$ cat config.mk
export PLATFORM = sky130hd
export DESIGN_NAME = memory_axil_lsu
export DESIGN_NICKNAME = d
export VERILOG_FILES = /design/src/rtl/memory_axil_lsu.sv
export SDC_FILE = /design/constraint.sdc
export NUM_CORES = 1
export LEC_CHECK = 0
export CAP_MARGIN = 30
export CORE_ASPECT_RATIO = 2
export CORE_UTILIZATION = 25
export CTS_BUF_LIST = sky130_fd_sc_hd__clkbuf_4
export DETAILED_ROUTE_END_ITERATION = 6
export GPL_ROUTABILITY_DRIVEN = 0
export PLACE_DENSITY = 0.48
export SYNTH_ARGS = -nofsm -noshare
export SYNTH_HDL_FRONTEND = slang
export SYNTH_SLANG_ARGS = --single-unit
$ cat constraint.sdc
create_clock -name i_Clock -period 3 [get_ports i_Clock]
set_clock_uncertainty 0.2 [all_clocks]
set_input_delay 0.6 -clock i_Clock [delete_from_list [all_inputs] [get_ports i_Clock]]
set_output_delay 0.6 -clock i_Clock [all_outputs]
set_load 0.01 [all_outputs]
$ cat src/rtl/memory_axil_lsu.sv
// Load/store unit: one CPU memory request becomes one AXI4-Lite master transaction,
// with byte-lane steering, sign extension, misalignment/response errors and a watchdog.
module memory_axil_lsu #(
    parameter int unsigned ADDR_WIDTH     = 16,
    parameter int unsigned TIMEOUT_CYCLES = 256
) (
    input  logic                  i_Clock,
    input  logic                  i_Reset,

    input  logic                  i_Request,
    input  logic [3:0]            i_Load_Store_Type,
    input  logic [31:0]           i_Addr,
    input  logic [31:0]           i_Data,
    output logic [31:0]           o_Data,
    output logic                  o_Done,
    output logic                  o_Error,
    output logic                  o_Busy,
    output logic [2:0]            o_State,

    output logic [ADDR_WIDTH-1:0] m_axil_araddr,
    output logic                  m_axil_arvalid,
    input  logic                  m_axil_arready,
    input  logic [31:0]           m_axil_rdata,
    input  logic [1:0]            m_axil_rresp,
    input  logic                  m_axil_rvalid,
    output logic                  m_axil_rready,

    output logic [ADDR_WIDTH-1:0] m_axil_awaddr,
    output logic                  m_axil_awvalid,
    input  logic                  m_axil_awready,
    output logic [31:0]           m_axil_wdata,
    output logic [3:0]            m_axil_wstrb,
    output logic                  m_axil_wvalid,
    input  logic                  m_axil_wready,
    input  logic [1:0]            m_axil_bresp,
    input  logic                  m_axil_bvalid,
    output logic                  m_axil_bready
);

    localparam int unsigned XLEN         = 32;
    localparam int unsigned LS_SEL_WIDTH = 3;

    localparam logic [LS_SEL_WIDTH:0] LS_TYPE_LOAD_WORD          = 4'd0;
    localparam logic [LS_SEL_WIDTH:0] LS_TYPE_LOAD_HALF          = 4'd1;
    localparam logic [LS_SEL_WIDTH:0] LS_TYPE_LOAD_HALF_UNSIGNED = 4'd2;
    localparam logic [LS_SEL_WIDTH:0] LS_TYPE_LOAD_BYTE          = 4'd3;
    localparam logic [LS_SEL_WIDTH:0] LS_TYPE_LOAD_BYTE_UNSIGNED = 4'd4;
    localparam logic [LS_SEL_WIDTH:0] LS_TYPE_STORE_WORD         = 4'd5;
    localparam logic [LS_SEL_WIDTH:0] LS_TYPE_STORE_HALF         = 4'd6;
    localparam logic [LS_SEL_WIDTH:0] LS_TYPE_STORE_BYTE         = 4'd7;

    typedef enum logic [2:0] {
        StIdle         = 3'd0,
        StReadSubmit   = 3'd1,
        StReadAwait    = 3'd2,
        StReadSuccess  = 3'd3,
        StWriteSubmit  = 3'd4,
        StWriteAwait   = 3'd5,
        StWriteSuccess = 3'd6,
        StFault        = 3'd7
    } state_e;

    state_e state_q, state_d;

    logic [LS_SEL_WIDTH:0] type_q;
    logic [1:0]            addr_lo_q;
    logic                  aw_done_q;
    logic                  w_done_q;
    logic                  err_q;
    logic [31:0]           wdog_q;

    logic        req_load, req_store, req_half, req_word;
    logic        misaligned, accept;
    logic        aw_hs, w_hs, timeout;
    logic [31:0] store_wdata;
    logic [3:0]  store_wstrb;
    logic [31:0] lane, load_result;
    logic [ADDR_WIDTH-1:0] bus_addr;

    if (ADDR_WIDTH < XLEN) begin : g_addr_hi
        logic unused_addr_hi;
        assign unused_addr_hi = ^i_Addr[XLEN-1:ADDR_WIDTH];
    end

    // Request decode
    always_comb begin
        req_load  = 1'b0;
        req_store = 1'b0;
        req_half  = 1'b0;
        req_word  = 1'b0;
        case (i_Load_Store_Type)
            LS_TYPE_LOAD_WORD:          begin req_load  = 1'b1; req_word = 1'b1; end
            LS_TYPE_LOAD_HALF:          begin req_load  = 1'b1; req_half = 1'b1; end
            LS_TYPE_LOAD_HALF_UNSIGNED: begin req_load  = 1'b1; req_half = 1'b1; end
            LS_TYPE_LOAD_BYTE:          req_load  = 1'b1;
            LS_TYPE_LOAD_BYTE_UNSIGNED: req_load  = 1'b1;
            LS_TYPE_STORE_WORD:         begin req_store = 1'b1; req_word = 1'b1; end
            LS_TYPE_STORE_HALF:         begin req_store = 1'b1; req_half = 1'b1; end
            LS_TYPE_STORE_BYTE:         req_store = 1'b1;
            default: ;
        endcase
    end

    assign misaligned = (req_half && i_Addr[0]) || (req_word && (i_Addr[1:0] != 2'b00));
    assign accept     = (state_q == StIdle) && i_Request && (req_load || req_store) && !misaligned;
    assign bus_addr   = {i_Addr[ADDR_WIDTH-1:2], 2'b00};

    // Store lane replication and strobes
    always_comb begin
        store_wdata = i_Data;
        store_wstrb = 4'b1111;
        if (i_Load_Store_Type == LS_TYPE_STORE_BYTE) begin
            store_wdata = {4{i_Data[7:0]}};
            store_wstrb = 4'b0001 << i_Addr[1:0];
        end else if (i_Load_Store_Type == LS_TYPE_STORE_HALF) begin
            store_wdata = {2{i_Data[15:0]}};
            store_wstrb = 4'b0011 << {i_Addr[1], 1'b0};
        end
    end

    // Load lane extraction and extension
    assign lane = m_axil_rdata >> {addr_lo_q, 3'b000};

    always_comb begin
        load_result = lane;
        case (type_q)
            LS_TYPE_LOAD_HALF:          load_result = {{16{lane[15]}}, lane[15:0]};
            LS_TYPE_LOAD_HALF_UNSIGNED: load_result = {16'h0000, lane[15:0]};
            LS_TYPE_LOAD_BYTE:          load_result = {{24{lane[7]}}, lane[7:0]};
            LS_TYPE_LOAD_BYTE_UNSIGNED: load_result = {24'h000000, lane[7:0]};
            default: ;
        endcase
    end

    assign aw_hs   = m_axil_awvalid && m_axil_awready;
    assign w_hs    = m_axil_wvalid && m_axil_wready;
    assign timeout = (TIMEOUT_CYCLES != 0) && (wdog_q == 32'(TIMEOUT_CYCLES - 1));

    // State register
    always_ff @(posedge i_Clock) begin
        if (i_Reset) begin
            state_q <= StIdle;
        end else begin
            state_q <= state_d;
        end
    end

    // Next-state logic
    always_comb begin
        state_d = state_q;
        case (state_q)
            StIdle: begin
                if (i_Request && (req_load || req_store)) begin
                    if (misaligned)     state_d = StFault;
                    else if (req_load)  state_d = StReadSubmit;
                    else                state_d = StWriteSubmit;
                end
            end
            StReadSubmit: begin
                if (m_axil_arready) state_d = StReadAwait;
                else if (timeout)   state_d = StFault;
            end
            StReadAwait: begin
                if (m_axil_rvalid) state_d = StReadSuccess;
                else if (timeout)  state_d = StFault;
            end
            StWriteSubmit: begin
                if ((aw_done_q || aw_hs) && (w_done_q || w_hs)) state_d = StWriteAwait;
                else if (timeout)                               state_d = StFault;
            end
            StWriteAwait: begin
                if (m_axil_bvalid) state_d = StWriteSuccess;
                else if (timeout)  state_d = StFault;
            end
            default: state_d = StIdle;
        endcase
    end

    // Outputs depend only on state and flags, never on AXI inputs
    always_comb begin
        m_axil_arvalid = 1'b0;
        m_axil_rready  = 1'b0;
        m_axil_awvalid = 1'b0;
        m_axil_wvalid  = 1'b0;
        m_axil_bready  = 1'b0;
        o_Done         = 1'b0;
        o_Error        = 1'b0;
        case (state_q)
            StIdle:         o_Done = i_Request && !req_load && !req_store;
            StReadSubmit:   m_axil_arvalid = 1'b1;
            StReadAwait:    m_axil_rready  = 1'b1;
            StReadSuccess:  begin o_Done = 1'b1; o_Error = err_q; end
            StWriteSubmit:  begin
                m_axil_awvalid = !aw_done_q;
                m_axil_wvalid  = !w_done_q;
            end
            StWriteAwait:   m_axil_bready  = 1'b1;
            StWriteSuccess: begin o_Done = 1'b1; o_Error = err_q; end
            StFault:        begin o_Done = 1'b1; o_Error = 1'b1; end
            default: ;
        endcase
        o_Busy  = (state_q != StIdle);
        o_State = state_q;
    end

    // Datapath, handshake flags and watchdog
    always_ff @(posedge i_Clock) begin
        if (i_Reset) begin
            type_q        <= '0;
            addr_lo_q     <= 2'b00;
            aw_done_q     <= 1'b0;
            w_done_q      <= 1'b0;
            err_q         <= 1'b0;
            wdog_q        <= 32'd0;
            o_Data        <= 32'd0;
            m_axil_araddr <= '0;
            m_axil_awaddr <= '0;
            m_axil_wdata  <= 32'd0;
            m_axil_wstrb  <= 4'b0000;
        end else begin
            if (accept) begin
                type_q    <= i_Load_Store_Type;
                addr_lo_q <= i_Addr[1:0];
                aw_done_q <= 1'b0;
                w_done_q  <= 1'b0;
                err_q     <= 1'b0;
                if (req_load) begin
                    m_axil_araddr <= bus_addr;
                end else begin
                    m_axil_awaddr <= bus_addr;
                    m_axil_wdata  <= store_wdata;
                    m_axil_wstrb  <= store_wstrb;
                end
            end

            if (state_q == StWriteSubmit) begin
                if (aw_hs) aw_done_q <= 1'b1;
                if (w_hs)  w_done_q  <= 1'b1;
            end

            if ((state_q == StReadAwait) && m_axil_rvalid) begin
                o_Data <= load_result;
                err_q  <= (m_axil_rresp != 2'b00);
            end

            if ((state_q == StWriteAwait) && m_axil_bvalid) begin
                err_q <= (m_axil_bresp != 2'b00);
            end

            // Counter restarts on every state change and runs only while waiting on the bus
            if (state_d != state_q) begin
                wdog_q <= 32'd0;
            end else if ((state_q == StReadSubmit) || (state_q == StReadAwait) ||
                         (state_q == StWriteSubmit) || (state_q == StWriteAwait)) begin
                wdog_q <= wdog_q + 32'd1;
            end
        end
    end

endmodule

==> results.tsv <==
metric	value	unit
Setup TNS Final	0	ns
TritonCTS Buffers	17	
fin area	9440	um2
Mapped Avg Cell Area	8.18	um2
Antenna Nets Post-Route	0	
Hold WS	0.249	ns
vias after detailed routing	6255	
period utilization	0.937	
clock tree sinks	140	
first-pass GRT wire length	34900	um
Area Overhead vs Synth	42.6	%
CTS tree	yes	
GRT Total Usage	0.174	
#FFs+latches synth	140	
CP Data Required Time	2.20	ns
type of origin of the critical path	flop	
Buf+Inv Stages, Crit Path	2	
grt ovf	0	
drt pass-1 iters	4	
vias per inst	4.60	
reg-to-reg setup timing slack	0.61	ns
Core Area	25900	um2
Mapped Area	6620	um2
Max clock buf depth	2	
Worst-path clk slew	0.12	ns
1st-iter DRT viols	207	
sequential share of the synthesized area	0.424	
top_reg_cell synth	dfxtp_1	
Clk Latency, worst-skew pair	0.59	ns
initial antenna violation count	3	
overall power	4.34	mW
# DRC	0	
worst min-delay path class	in2reg	
Fmax achieved	0.356	GHz
Least-Margin Pin Slew	0.663	ns
I/O pins	223	
maximum level of the CTS H-tree	4	
crit path capture type	output pin	
port bufs	202	
max incr delay on CP	0.57	ns
full die area	27200	um2
final core occ	0.365	
Row Count	83	
CP Class	reg2out	
Hold Vio Cnt, Final	0	
final WL	22800	um
Slew Limit Fails	0	
pwr dens	460	nW/um2
vias in the first global route	6215	
largest net degree at the start of global routing	73	
crit path DAT	2.01	ns
Yosys cell types	61	
Slew HR	0.557	
cts-stage hold buffer count	0	
post-DR wirelength/cell	16.8	um
ys async rst share	0	
Synth Warn #	0	
Root Buffer	clkbuf_4	
Die Width	117	um
layout cells sized above 1	0.0953	
final net count	1118	
Initial Util	0.256	
area post-placement	9060	um2
final setup fails	0	
Post-DP HPWL	17100	um
Critical Path Fanout Max	10	
Post-synth EDFFs	0	
leakage	3.19	nW
max-cap viol count	0	
Die Height	232	um
Max VDD drop	0.365	mV
run status	finished, final reports clean	
RSZ-0062 raised after global routing	false	
delay-heaviest family, CP	buffers and inverters	
final critical-path required period	2.81	ns
crit path cell chain	buf_4 > a21boi_1 > clkdlybuf4s50_1	
Synth Instances	809	
CP max stage cell	clkdlybuf4s50_1	
-- flip-flops by register name (all words and copies together), names as in the netlist --
| register | cells |
|---|---|
| aw_done_q | 1 |
| wdog_q | 32 |
| m_axil_awaddr | 14 |
| o_Data | 32 |
| w_done_q | 1 |
| m_axil_wdata | 32 |
| addr_lo_q | 2 |
| o_State | 3 |
| m_axil_wstrb | 4 |
| err_q | 1 |
| type_q | 4 |
| m_axil_araddr | 14 |
-- repair_timing --
action,4_1_cts,5_1_grt
endpoints found under the hold margin,0,0
pin swaps,1,0
resized for setup,6,1
buffers inserted,3,0
setup endpoints to repair,8,1
-- metrics by stage --
| step | instances | worst slack (ns) |
|---|---|---|
| 2_1_floorplan | 812 | 0.669 |
| 3_3_place_gp | 1323 | 0.167 |
| 3_5_place_dp | 1323 | 0.132 |
| 4_1_cts | 1358 | 0.0364 |
| 5_1_grt | 1361 | 0.0408 |
| 6_report | 1361 | 0.188 |
-- cell usage after synthesis (3+ instances only) --
| library cell | instances | area, um2 |
|---|---|---|
| nand2_1 | 142 | 533 |
| a311oi_1 | 12 | 105 |
| buf_4 | 5 | 37.5 |
| nor4_1 | 5 | 31.3 |
| clkbuf_1 | 34 | 128 |
| mux2_2 | 15 | 169 |
| a21oi_1 | 69 | 345 |
| nand4_1 | 14 | 87.6 |
| a21o_1 | 3 | 22.5 |
| nand3_1 | 21 | 105 |
| xnor2_1 | 10 | 87.6 |
| nor2_1 | 102 | 383 |
| nor3b_1 | 3 | 22.5 |
| a211oi_1 | 24 | 180 |
| nor3_1 | 19 | 95.1 |
| and2_1 | 3 | 18.8 |
| nor2b_1 | 5 | 31.3 |
| and4_1 | 4 | 35.0 |
| xor2_1 | 13 | 114 |
| buf_2 | 14 | 70.1 |
| nand2b_1 | 4 | 25.0 |
| o21ai_0 | 30 | 150 |
| nor3_4 | 3 | 48.8 |
| buf_6 | 3 | 33.8 |
| mux2i_1 | 39 | 390 |
| o211ai_1 | 15 | 113 |
| inv_1 | 10 | 37.5 |
| or3_1 | 9 | 56.3 |
| dfxtp_1 | 140 | 2800 |
-- layout make-up --
type / instances / area, um2
fill: 2763 / 16400
antenna: 3 / 7.51
inverter: 11 / 41.3
clock buffer: 20 / 150
tap: 340 / 425
sequential: 140 / 2810
multi-input combinational: 603 / 3510
timing repair buffer: 232 / 2300
clock inverter: 12 / 194
-- report_power, final --
part           switching (mW)  leakage (nW)  internal [mW]
sequential             0.0563          1.13           1.93
clock                   0.730         0.185          0.769
combinational           0.423          1.87          0.425
total                    1.21          3.19           3.13
-- layer usage --
| metal | track usage | vias to the layer above | routed length (um) | share of wire |
|---|---|---|---|---|
| met5 | 0 | - | 0 | 0 |
| met4 | 0.0665 | 0 | 428 | 0.019 |
| met3 | 0.0433 | 21 | 949 | 0.042 |
| met2 | 0.334 | 136 | 13200 | 0.58 |
| met1 | 0.172 | 2881 | 8310 | 0.36 |
| li1 | - | 3217 | - | - |
-- cells by family (layout without fill, tap and decap cells) --
logic type,count (synthesis),in the layout,share of synthesized area
other cells,1,7,0.000567
flops,140,140,0.424
mux,55,55,0.0880
simple gates,347,347,0.241
xor+xnor,23,23,0.0305
buf+inv,69,275,0.0480
fa+ha+maj,1,1,0.00189
compound gates,173,173,0.167
-- cells in the final DEF, fill, tap and decap left out, drive strengths merged, types with 4 or more instances in the layout --
cell type and n:
clkdlybuf4s50 198, nand2 143, dfxtp 140, nor2 103
a21oi 69, mux2i 39, o21ai 32, buf 31
a211oi 24, nor3 24, nand3 21, clkbuf 20
mux2 15, o211ai 15, nand4 15, xor2 13
a311oi 12, inv 12, xnor2 10, or3 9
nor2b 5, nor4 5, bufinv 5, clkinv 5
nand2b 4, and4 4, conb 4, nor3b 4
-- final timing paths --
path                                   startpoint                end  cells past startpoint
worst max-delay path                   o_State[1]            o_Error                      3
worst min-delay path                      i_Reset  m_axil_awaddr[14]                      2
worst max register to register         o_State[2]         wdog_q[29]                      6
worst min register to register  m_axil_awaddr[12]  m_axil_awaddr[12]                      2
(Power assumes the default switching activity.)
